===== src/rtl/dmem_arb_pkg.sv =====
// Shared definitions for the data-memory arbiter: read-return owner tags and
// the default address/data widths used by the control unit and RAM wrapper.
package dmem_arb_pkg;

  localparam int ADDR_W_DEF = 8;
  localparam int DATA_W_DEF = 16;
  localparam int STREAK_W   = 4;

  // Which port a returning read belongs to; writes carry OWN_NONE.
  typedef enum logic [1:0] {
    OWN_NONE = 2'd0,
    OWN_CPU  = 2'd1,
    OWN_DMA  = 2'd2
  } owner_t;

endpackage


===== src/rtl/rd_tag_pipe.sv =====
// Delay line of read-owner tags matching the RAM read latency. The tag that
// leaves the last stage marks the port whose data is on mem_rdata this cycle.
module rd_tag_pipe
  import dmem_arb_pkg::*;
#(
  parameter int DEPTH = 1
) (
  input  logic   clk,
  input  logic   rst_n,
  input  owner_t tag_in,
  output owner_t tag_out
);

  owner_t stage [DEPTH];

  // Shift one tag per clock; reset discards every in-flight read.
  always_ff @(posedge clk or negedge rst_n) begin
    if (!rst_n) begin
      for (int i = 0; i < DEPTH; i++) stage[i] <= OWN_NONE;
    end else begin
      stage[0] <= tag_in;
      for (int i = 1; i < DEPTH; i++) stage[i] <= stage[i-1];
    end
  end

  assign tag_out = stage[DEPTH-1];

endmodule


===== src/rtl/data_mem_arbiter.sv =====
// Two-port arbiter in front of the single-port data RAM. CPU has fixed
// priority; a saturating streak counter forces a DMA grant after MAX_BURST
// consecutive CPU grants while DMA is waiting. Read data is steered back to
// the issuing port using a tag pipeline as deep as the RAM read latency.
//
// Handshake: a port raises req with wr/addr/wdata stable and holds them until
// a rising edge where req and gnt are both 1; that edge completes the
// transaction. gnt is combinational from req and the registered streak, so a
// request can be accepted in the same cycle it appears. rvalid is a one-cycle
// pulse with no back-pressure; rdata is valid with it and holds afterwards.
module data_mem_arbiter
  import dmem_arb_pkg::*;
#(
  parameter int ADDR_W    = ADDR_W_DEF,
  parameter int DATA_W    = DATA_W_DEF,
  parameter int RD_LAT    = 1,   // legal 1..3
  parameter int MAX_BURST = 4    // legal 1..15
) (
  input  logic              Clk,
  input  logic              Reset,
  input  logic              cpu_req,
  input  logic              cpu_wr,
  input  logic [ADDR_W-1:0] cpu_addr,
  input  logic [DATA_W-1:0] cpu_wdata,
  output logic              cpu_gnt,
  output logic              cpu_rvalid,
  output logic [DATA_W-1:0] cpu_rdata,
  input  logic              dma_req,
  input  logic              dma_wr,
  input  logic [ADDR_W-1:0] dma_addr,
  input  logic [DATA_W-1:0] dma_wdata,
  output logic              dma_gnt,
  output logic              dma_rvalid,
  output logic [DATA_W-1:0] dma_rdata,
  output logic [ADDR_W-1:0] mem_addr,
  output logic              mem_wr,
  output logic [DATA_W-1:0] mem_wdata,
  input  logic [DATA_W-1:0] mem_rdata
);

  localparam logic [STREAK_W-1:0] BURST_LIM = STREAK_W'(MAX_BURST);

  logic [STREAK_W-1:0] streak_q;
  logic                cpu_win;
  logic                dma_win;
  logic [ADDR_W-1:0]   addr_q;
  logic [DATA_W-1:0]   wdata_q;
  owner_t              issue_tag;
  owner_t              ret_tag;
  logic [DATA_W-1:0]   cpu_rdata_q;
  logic [DATA_W-1:0]   dma_rdata_q;

  // Grant selection: CPU first unless DMA has waited through a full burst.
  // Grants are forced low while Reset is asserted.
  always_comb begin
    cpu_win = 1'b0;
    dma_win = 1'b0;
    if (Reset) begin
      if (cpu_req && dma_req) begin
        if (streak_q == BURST_LIM) dma_win = 1'b1;
        else                       cpu_win = 1'b1;
      end else if (cpu_req) begin
        cpu_win = 1'b1;
      end else if (dma_req) begin
        dma_win = 1'b1;
      end
    end
  end

  assign cpu_gnt = cpu_win;
  assign dma_gnt = dma_win;

  // RAM-side mux; address and write data hold their last value when idle.
  always_comb begin
    mem_addr  = addr_q;
    mem_wdata = wdata_q;
    mem_wr    = 1'b0;
    issue_tag = OWN_NONE;
    if (cpu_win) begin
      mem_addr  = cpu_addr;
      mem_wdata = cpu_wdata;
      mem_wr    = cpu_wr;
      issue_tag = cpu_wr ? OWN_NONE : OWN_CPU;
    end else if (dma_win) begin
      mem_addr  = dma_addr;
      mem_wdata = dma_wdata;
      mem_wr    = dma_wr;
      issue_tag = dma_wr ? OWN_NONE : OWN_DMA;
    end
  end

  // Remember the last driven address/data so idle cycles keep the bus steady.
  always_ff @(posedge Clk or negedge Reset) begin
    if (!Reset) begin
      addr_q  <= '0;
      wdata_q <= '0;
    end else if (cpu_win || dma_win) begin
      addr_q  <= mem_addr;
      wdata_q <= mem_wdata;
    end
  end

  // Count CPU grants taken while DMA waits; any DMA grant or idle DMA clears it.
  always_ff @(posedge Clk or negedge Reset) begin
    if (!Reset) begin
      streak_q <= '0;
    end else if (!dma_req || dma_win) begin
      streak_q <= '0;
    end else if (cpu_win && (streak_q != BURST_LIM)) begin
      streak_q <= streak_q + STREAK_W'(1);
    end
  end

  rd_tag_pipe #(
    .DEPTH (RD_LAT)
  ) u_rd_tag_pipe (
    .clk     (Clk),
    .rst_n   (Reset),
    .tag_in  (issue_tag),
    .tag_out (ret_tag)
  );

  assign cpu_rvalid = (ret_tag == OWN_CPU);
  assign dma_rvalid = (ret_tag == OWN_DMA);

  // Capture returning data per port so it holds until that port's next read.
  always_ff @(posedge Clk or negedge Reset) begin
    if (!Reset) begin
      cpu_rdata_q <= '0;
      dma_rdata_q <= '0;
    end else begin
      if (cpu_rvalid) cpu_rdata_q <= mem_rdata;
      if (dma_rvalid) dma_rdata_q <= mem_rdata;
    end
  end

  // Present live RAM data during the return cycle, the held copy otherwise.
  assign cpu_rdata = cpu_rvalid ? mem_rdata : cpu_rdata_q;
  assign dma_rdata = dma_rvalid ? mem_rdata : dma_rdata_q;

endmodule


===== config.mk =====
export PLATFORM = sky130hd
export DESIGN_NAME = data_mem_arbiter
export DESIGN_NICKNAME = d
export VERILOG_FILES = /design/src/rtl/dmem_arb_pkg.sv /design/src/rtl/rd_tag_pipe.sv /design/src/rtl/data_mem_arbiter.sv
export SDC_FILE = /design/constraint.sdc
export NUM_CORES = 1
export LEC_CHECK = 0
export BUFFER_PORTS_ARGS = -buffer_cell sky130_fd_sc_hd__buf_4
export CAP_MARGIN = 20
export CORE_MARGIN = 4
export CORE_UTILIZATION = 46
export DETAILED_ROUTE_END_ITERATION = 10
export HOLD_SLACK_MARGIN = 0.03
export PLACE_DENSITY = 0.8
export REMOVE_ABC_BUFFERS = 1
export SYNTH_ARGS = -nofsm -noshare
export SYNTH_HDL_FRONTEND = slang
export SYNTH_SLANG_ARGS = --single-unit

===== constraint.sdc =====
create_clock -name Clk -period 2.05 [get_ports Clk]
set_input_delay 0.205 -clock Clk [delete_from_list [all_inputs] [get_ports Clk]]
set_output_delay 0.205 -clock Clk [all_outputs]
set_load 0.005 [all_outputs]

# --- After elaboration in Yosys (flattened, before gate mapping) ---
# Index checks and enable logic that the tools add are counted.
word_totals:
  regBits: 62
  in_bits: 70
  out_inout_bits: 61
  elab_cells: 40
classes:
  addsub: 1
  n_eq_ne: 4
  n_mux: 23
  reduce_logical: 6
ops:
  columns: ["cell", "count"]
  rows:
  - ["16-bit 2-to-1 mux", 4]
  - ["8-bit 2-to-1 mux", 2]
  - ["1-bit 2-to-1 mux", 12]
  - ["4-bit 2-to-1 mux", 2]
  - ["2-bit 2-to-1 mux", 3]
  - ["4-bit by 1-bit adder with 4-bit output, second input constant", 1]
  - ["4-bit by 3-bit equality test with 1-bit output, second input constant", 1]
  - ["4-bit by 3-bit != test with 1-bit output, second input constant", 1]
  - ["2-bit by 1-bit equality test with 1-bit output, second input constant", 1]
  - ["2-bit equality test, second input constant", 1]
  - ["1-bit logical AND", 2]
  - ["1-bit logical OR", 2]
  - ["2-bit nonzero test", 1]
  - ["1-bit zero test", 1]

# --- Longest topological paths before layout ---
depth:
  depth_word: 7
  mapped_depth: 7
  depth_no_buf: 6

# --- Cells and area by module ---
# From an unflattened synthesis, not the netlist that was laid out.
unflattened:
  cells_unflattened: 234
  area_unflattened_um2: 2653.8
modules_own_cells:
  columns: ["module", "instances", "cells_each", "area_each_um2"]
  rows:
  - ["data_mem_arbiter", 1, 232, 2603.7]
  - ["rd_tag_pipe", 1, 2, 50.0]

# --- Least setup slack after synthesis ---
# No wires, ideal clock.
synth_path:
  kind: "register to output"
  start: "register streak_q[0]"
  end: "output mem_wdata[1]"
  arrival_time_ns: 1.429
  required_ns: 1.845
  path_slack_ns: 0.416
  stages_incl_launch_ff: 8
  path_buffers: 1
  path_cell_list: "dfrtp_1 inv_1 ha_1 nor2b_1 a31oi_2 buf_6 nand2_1 nand2_1"
synth_between:
  word_cells_on_any_way: 9
synth_rtl:
  columns: ["item", "line_no", "rtl"]
  rows:
  - ["start, declared", "data_mem_arbiter.sv:43", "logic [STREAK_W-1:0] streak_q;"]
  - ["start signal, assigned", "data_mem_arbiter.sv:110", "streak_q <= streak_q + STREAK_W'(1);"]
  - ["4-bit by 3-bit equality test with 1-bit output", "data_mem_arbiter.sv:60", "if (streak_q == BURST_LIM) dma_win = 1'b1;"]
  - ["1-bit 2-to-1 mux", "data_mem_arbiter.sv:60", null]
  - ["1-bit 2-to-1 mux", "data_mem_arbiter.sv:59", "if (cpu_req && dma_req) begin"]
  - ["1-bit 2-to-1 mux", "data_mem_arbiter.sv:58", "if (Reset) begin"]
  - ["via cpu_gnt", "data_mem_arbiter.sv:25", "output logic cpu_gnt,"]
  - ["16-bit 2-to-1 mux", "data_mem_arbiter.sv:79", "if (cpu_win) begin"]
  - ["end, declared", "data_mem_arbiter.sv:37", "output logic [DATA_W-1:0] mem_wdata,"]
# The timed path passes the listed nets, and every way through them passes these cells.

# --- Worst setup path after layout ---
layout_path:
  start: "register streak_q[1]"
  end: "output mem_wdata[5]"
layout_between:
  elab_chain_cells: 6
  word_cells_on_any_way: 9
layout_rtl:
  columns: ["item", "line_no", "rtl"]
  rows:
  - ["4-bit by 3-bit equality test with 1-bit output (*)", "data_mem_arbiter.sv:60", null]
  - ["1-bit 2-to-1 mux", "data_mem_arbiter.sv:60", null]
  - ["1-bit 2-to-1 mux", "data_mem_arbiter.sv:59", null]
  - ["1-bit 2-to-1 mux", "data_mem_arbiter.sv:58", null]
  - ["16-bit 2-to-1 mux", "data_mem_arbiter.sv:84", "end else if (dma_win) begin"]
  - ["16-bit 2-to-1 mux (*)", "data_mem_arbiter.sv:79", null]
# Every way passes the cells marked *; elsewhere a longest branch is shown, timed or not.

==> impl_metrics.csv <==
group,metric,value,unit
die,die_h,84.0,µm
power_and_ir_drop,p_sw_frac,0.239,
synthesis,netlist_area,0.00265,mm²
synthesis,ys_warn_count,0,
clocking,cts_buffers,9,
worst_setup_path,worstPathArrival,1810,ps
worst_setup_path,max_stage_delay,390,ps
worst_setup_path,cp_num_buf_inv,3,
power_and_ir_drop,p_leak,2.14,nW
worst_setup_path,crit_required,1850,ps
route,postRouteAntennaNets,0,
die,dieArea,0.00705,mm²
global_routing,grt_pass1_wl,11300,µm
clocking,ctsRootBufferMaster,"clkbuf_8",
flow_run,cap_violations,0,
timing,worst_slew_pin_slew,470,ps
synthesis,async_reset_ff_frac,1.00,
power_and_ir_drop,seqPwrFrac,0.409,
timing,slew_headroom,0.686,
clocking,clk_pin_slew,70,ps
status,outcome,"completed",
placed_design,pre_cts_ws,253,ps
worst_setup_path,slowest_stage,"dfrtp_1",
power_and_ir_drop,p_sw,0.862,mW
placed_design,hpwl,5060,µm
die,io_pins,131,
worst_setup_path,crit_fanout,25,
clocking,htree_num_levels,3,
worst_setup_path,reg2reg_slack,600,ps
global_routing,grt_pass1_vias,2363,
power_and_ir_drop,pwr-share-comb,0.242,
power_and_ir_drop,ir_drop,0.494,mV
worst_setup_path,cp_top_family,"flip-flops",
layout,diodes,0,
timing,layout_min_cycle_time,2020,ps
synthesis,synth.area.top_cells,"dfrtp_1, mux2_2, nand2_1",
worst_setup_path,r2r-end,"wdata_q[13]$_DFFE_PN0P_",
timing,fmax,496,MHz
global_routing,grt.total_usage,0.202,
synthesis,ys_seq_area_frac,0.585,
timing,finClkSkew,7.88,ps
route,viasPerCell,5.01,
layout,fin_area,0.00409,mm²
die,start_util,0.479,
layout,drive_gt1_frac,0.515,
synthesis,avgSynthCellArea,11.3,µm²
power_and_ir_drop,p_int,2.75,mW
die,placementRows,27,
power_and_ir_drop,p_per_area,882,mW/mm²
worst_setup_path,path_class,"flip-flop to output pin",
route,vias,2306,
synthesis,yosysUniqueCellTypes,24,
placed_design,io_buffers,130,
worst_setup_path,crit_path_start_kind,"flip-flop",
clocking,clock_sinks,62,
worst_hold_path,min_path_cells,3,
timing,rsz0062_at_grt,"yes",
synthesis,synth.top_cell.area_share,0.585,
timing,worst_slack,32.1,ps
route,drc_errors,0,
layout,nFillCells,408,
timing,report.final.slew_viol_count,0,
placed_design,gp_congestion,0.799,
route,drt-total-wl,6990,µm
synthesis,syn_inst,234,
worst_setup_path,worst_setup_path_end_kind,"output pin",
worst_hold_path,min_from,"cpu_wdata[12]",
global_routing,grt_max_degree,40,
timing,hold_viol,0,
timing,setup_violations,0,
die,fp.dieW,84.0,µm
worst_setup_path,ff2ff_path_depth,7,
synthesis,synthFlopType,"dfrtp_1",
timing,setup-tns-final,0,ps
layout,seqCellArea,0.00155,mm²
route,drtIter0Drc,95,
synthesis,ys_seq_elements,62,
worst_hold_path,min_path_type,"input port to flip-flop",
worst_setup_path,path_cells,"inv_1, ha_2, nand3b_1, a21oi_4, buf_12, a22oi_1, nand2_1, buf_4",
layout,layout.nets,455,
placed_design,placed_area,0.00373,mm²
clocking,clock_latency,330,ps
die,core_area,0.00554,mm²
clocking,cts_buffer_depth,2,
layout,multiInputGateArea,0.00105,mm²
power_and_ir_drop,report.power.total,3.61,mW
synthesis,synth_edf_count,0,
clocking,cts_tree,"yes",
global_routing,gr-total-overflow,0,
synthesis,synth_top_area_cell,"dfrtp_1",
worst_hold_path,hold-path-endpoint,"wdata_q[12]$_DFFE_PN0P_",
global_routing,antenna_found_initial,0,
route,routedWlPerCell,15.2,µm
route,first_pass_iters,5,
power_and_ir_drop,p_clk_frac,0.349,
timing,post-route-period-util,0.984,
layout,area_delta_synth_final,54.2,%
worst_setup_path,r2r_start,"streak_q[1]$_DFFE_PN0P_",
## cell usage after synthesis (2+ instances only)
master	instances
mux2_2	32
a22oi_1	24
inv_1	4
buf_2	5
dfrtp_1	62
o21ai_0	3
a21oi_1	2
nor2b_1	6
ha_1	2
buf_6	4
nand2_1	77
## layout make-up
cell class              count  area share
repair buffers            148       0.282
inverters                   4     0.00367
well taps                  72      0.0220
flip-flops and latches     62       0.379
multi-input cells         158       0.256
clock inverters             6      0.0269
clock buffers              10      0.0312
## worst register-to-register path: stages (launching register included)
cell      delay, ps
dfrtp_1         390
inv_1            70
ha_2            170
nand3b_1        140
a21oi_4         210
buf_12          190
a22oi_1         130
nand2_1         100
## power groups by stage
stage               sequential [mW]  combinational (mW)  clock (mW)
floorplan                      1.48               0.336           0
global placement               1.49               0.837           0
detailed placement             1.50               0.859           0
CTS                            1.48               0.877        1.29
global route                   1.49               0.965        1.35
finish                         1.48               0.872        1.26
## worst max path at each step
stage,start,to,slack [ps],cells past startpoint
finish,streak_q[1]$_DFFE_PN0P_,mem_wdata[5],30,8
global route,streak_q[0]$_DFFE_PN0P_,mem_wdata[0],-110,8
CTS,streak_q[0]$_DFFE_PN0P_,mem_wdata[7],-5,8
detailed placement,streak_q[0]$_DFFE_PN0P_,mem_addr[6],250,8
global placement,streak_q[0]$_DFFE_PN0P_,mem_addr[1],290,8
floorplan,streak_q[0]$_DFFE_PN0P_,mem_wr,110,5
## layout by cell type (no fill, tap or decap), types with 2 or more instances in the layout
cell type	instances
buf_4	139
clkinvlp_4	2
mux2_2	32
dfrtp_1	62
buf_12	2
o21ai_0	3
a21oi_1	2
bufinv_16	3
nand2_1	77
buf_6	3
clkbuf_8	9
a22oi_2	2
dlygate4sd3_1	3
a22oi_1	22
inv_1	4
nor2b_1	5
## layer usage
metal | routed length, µm | up-vias | GRT usage
met5 | 0 | - | 0
met4 | 140 | 0 | 0.0848
met3 | 715 | 12 | 0.0671
met2 | 3200 | 123 | 0.318
met1 | 2930 | 1074 | 0.253
li1 | - | 1097 | -
## cell families (layout without fill, tap and decap cells)
family	count (synthesis)	in the layout	synth area share
buf+inv	14	168	0.0335
mux	32	32	0.136
simple gates	90	90	0.141
compound gates	34	34	0.0962
fa+ha+maj	2	2	0.00943
flops	62	62	0.585
## sequential cells by signal, indices dropped and copies added (netlist names)
signal / count
addr_q: 8
streak_q: 4
dma_rdata_q: 16
u_rd_tag_pipe.tag_out: 2
cpu_rdata_q: 16
wdata_q: 16
## per-stage QoR
step,cells,utilization,hold WS (ps)
global placement,434,0.674,57.8
global route,460,0.739,80.4
finish,460,0.739,89.6
CTS,456,0.730,75.7
detailed placement,434,0.674,62.4
floorplan,224,-,-90.6
## what timing repair did
item                                   CTS  global route
endpoints found under the hold margin   25             0
gates cloned                             1             1
resized for setup                        5             5
setup endpoints to repair               24            25
hold buffers                             3             0
buffers inserted                         2             3
pin swaps                                0             2
Note: power is estimated with default switching activity, not from simulation.
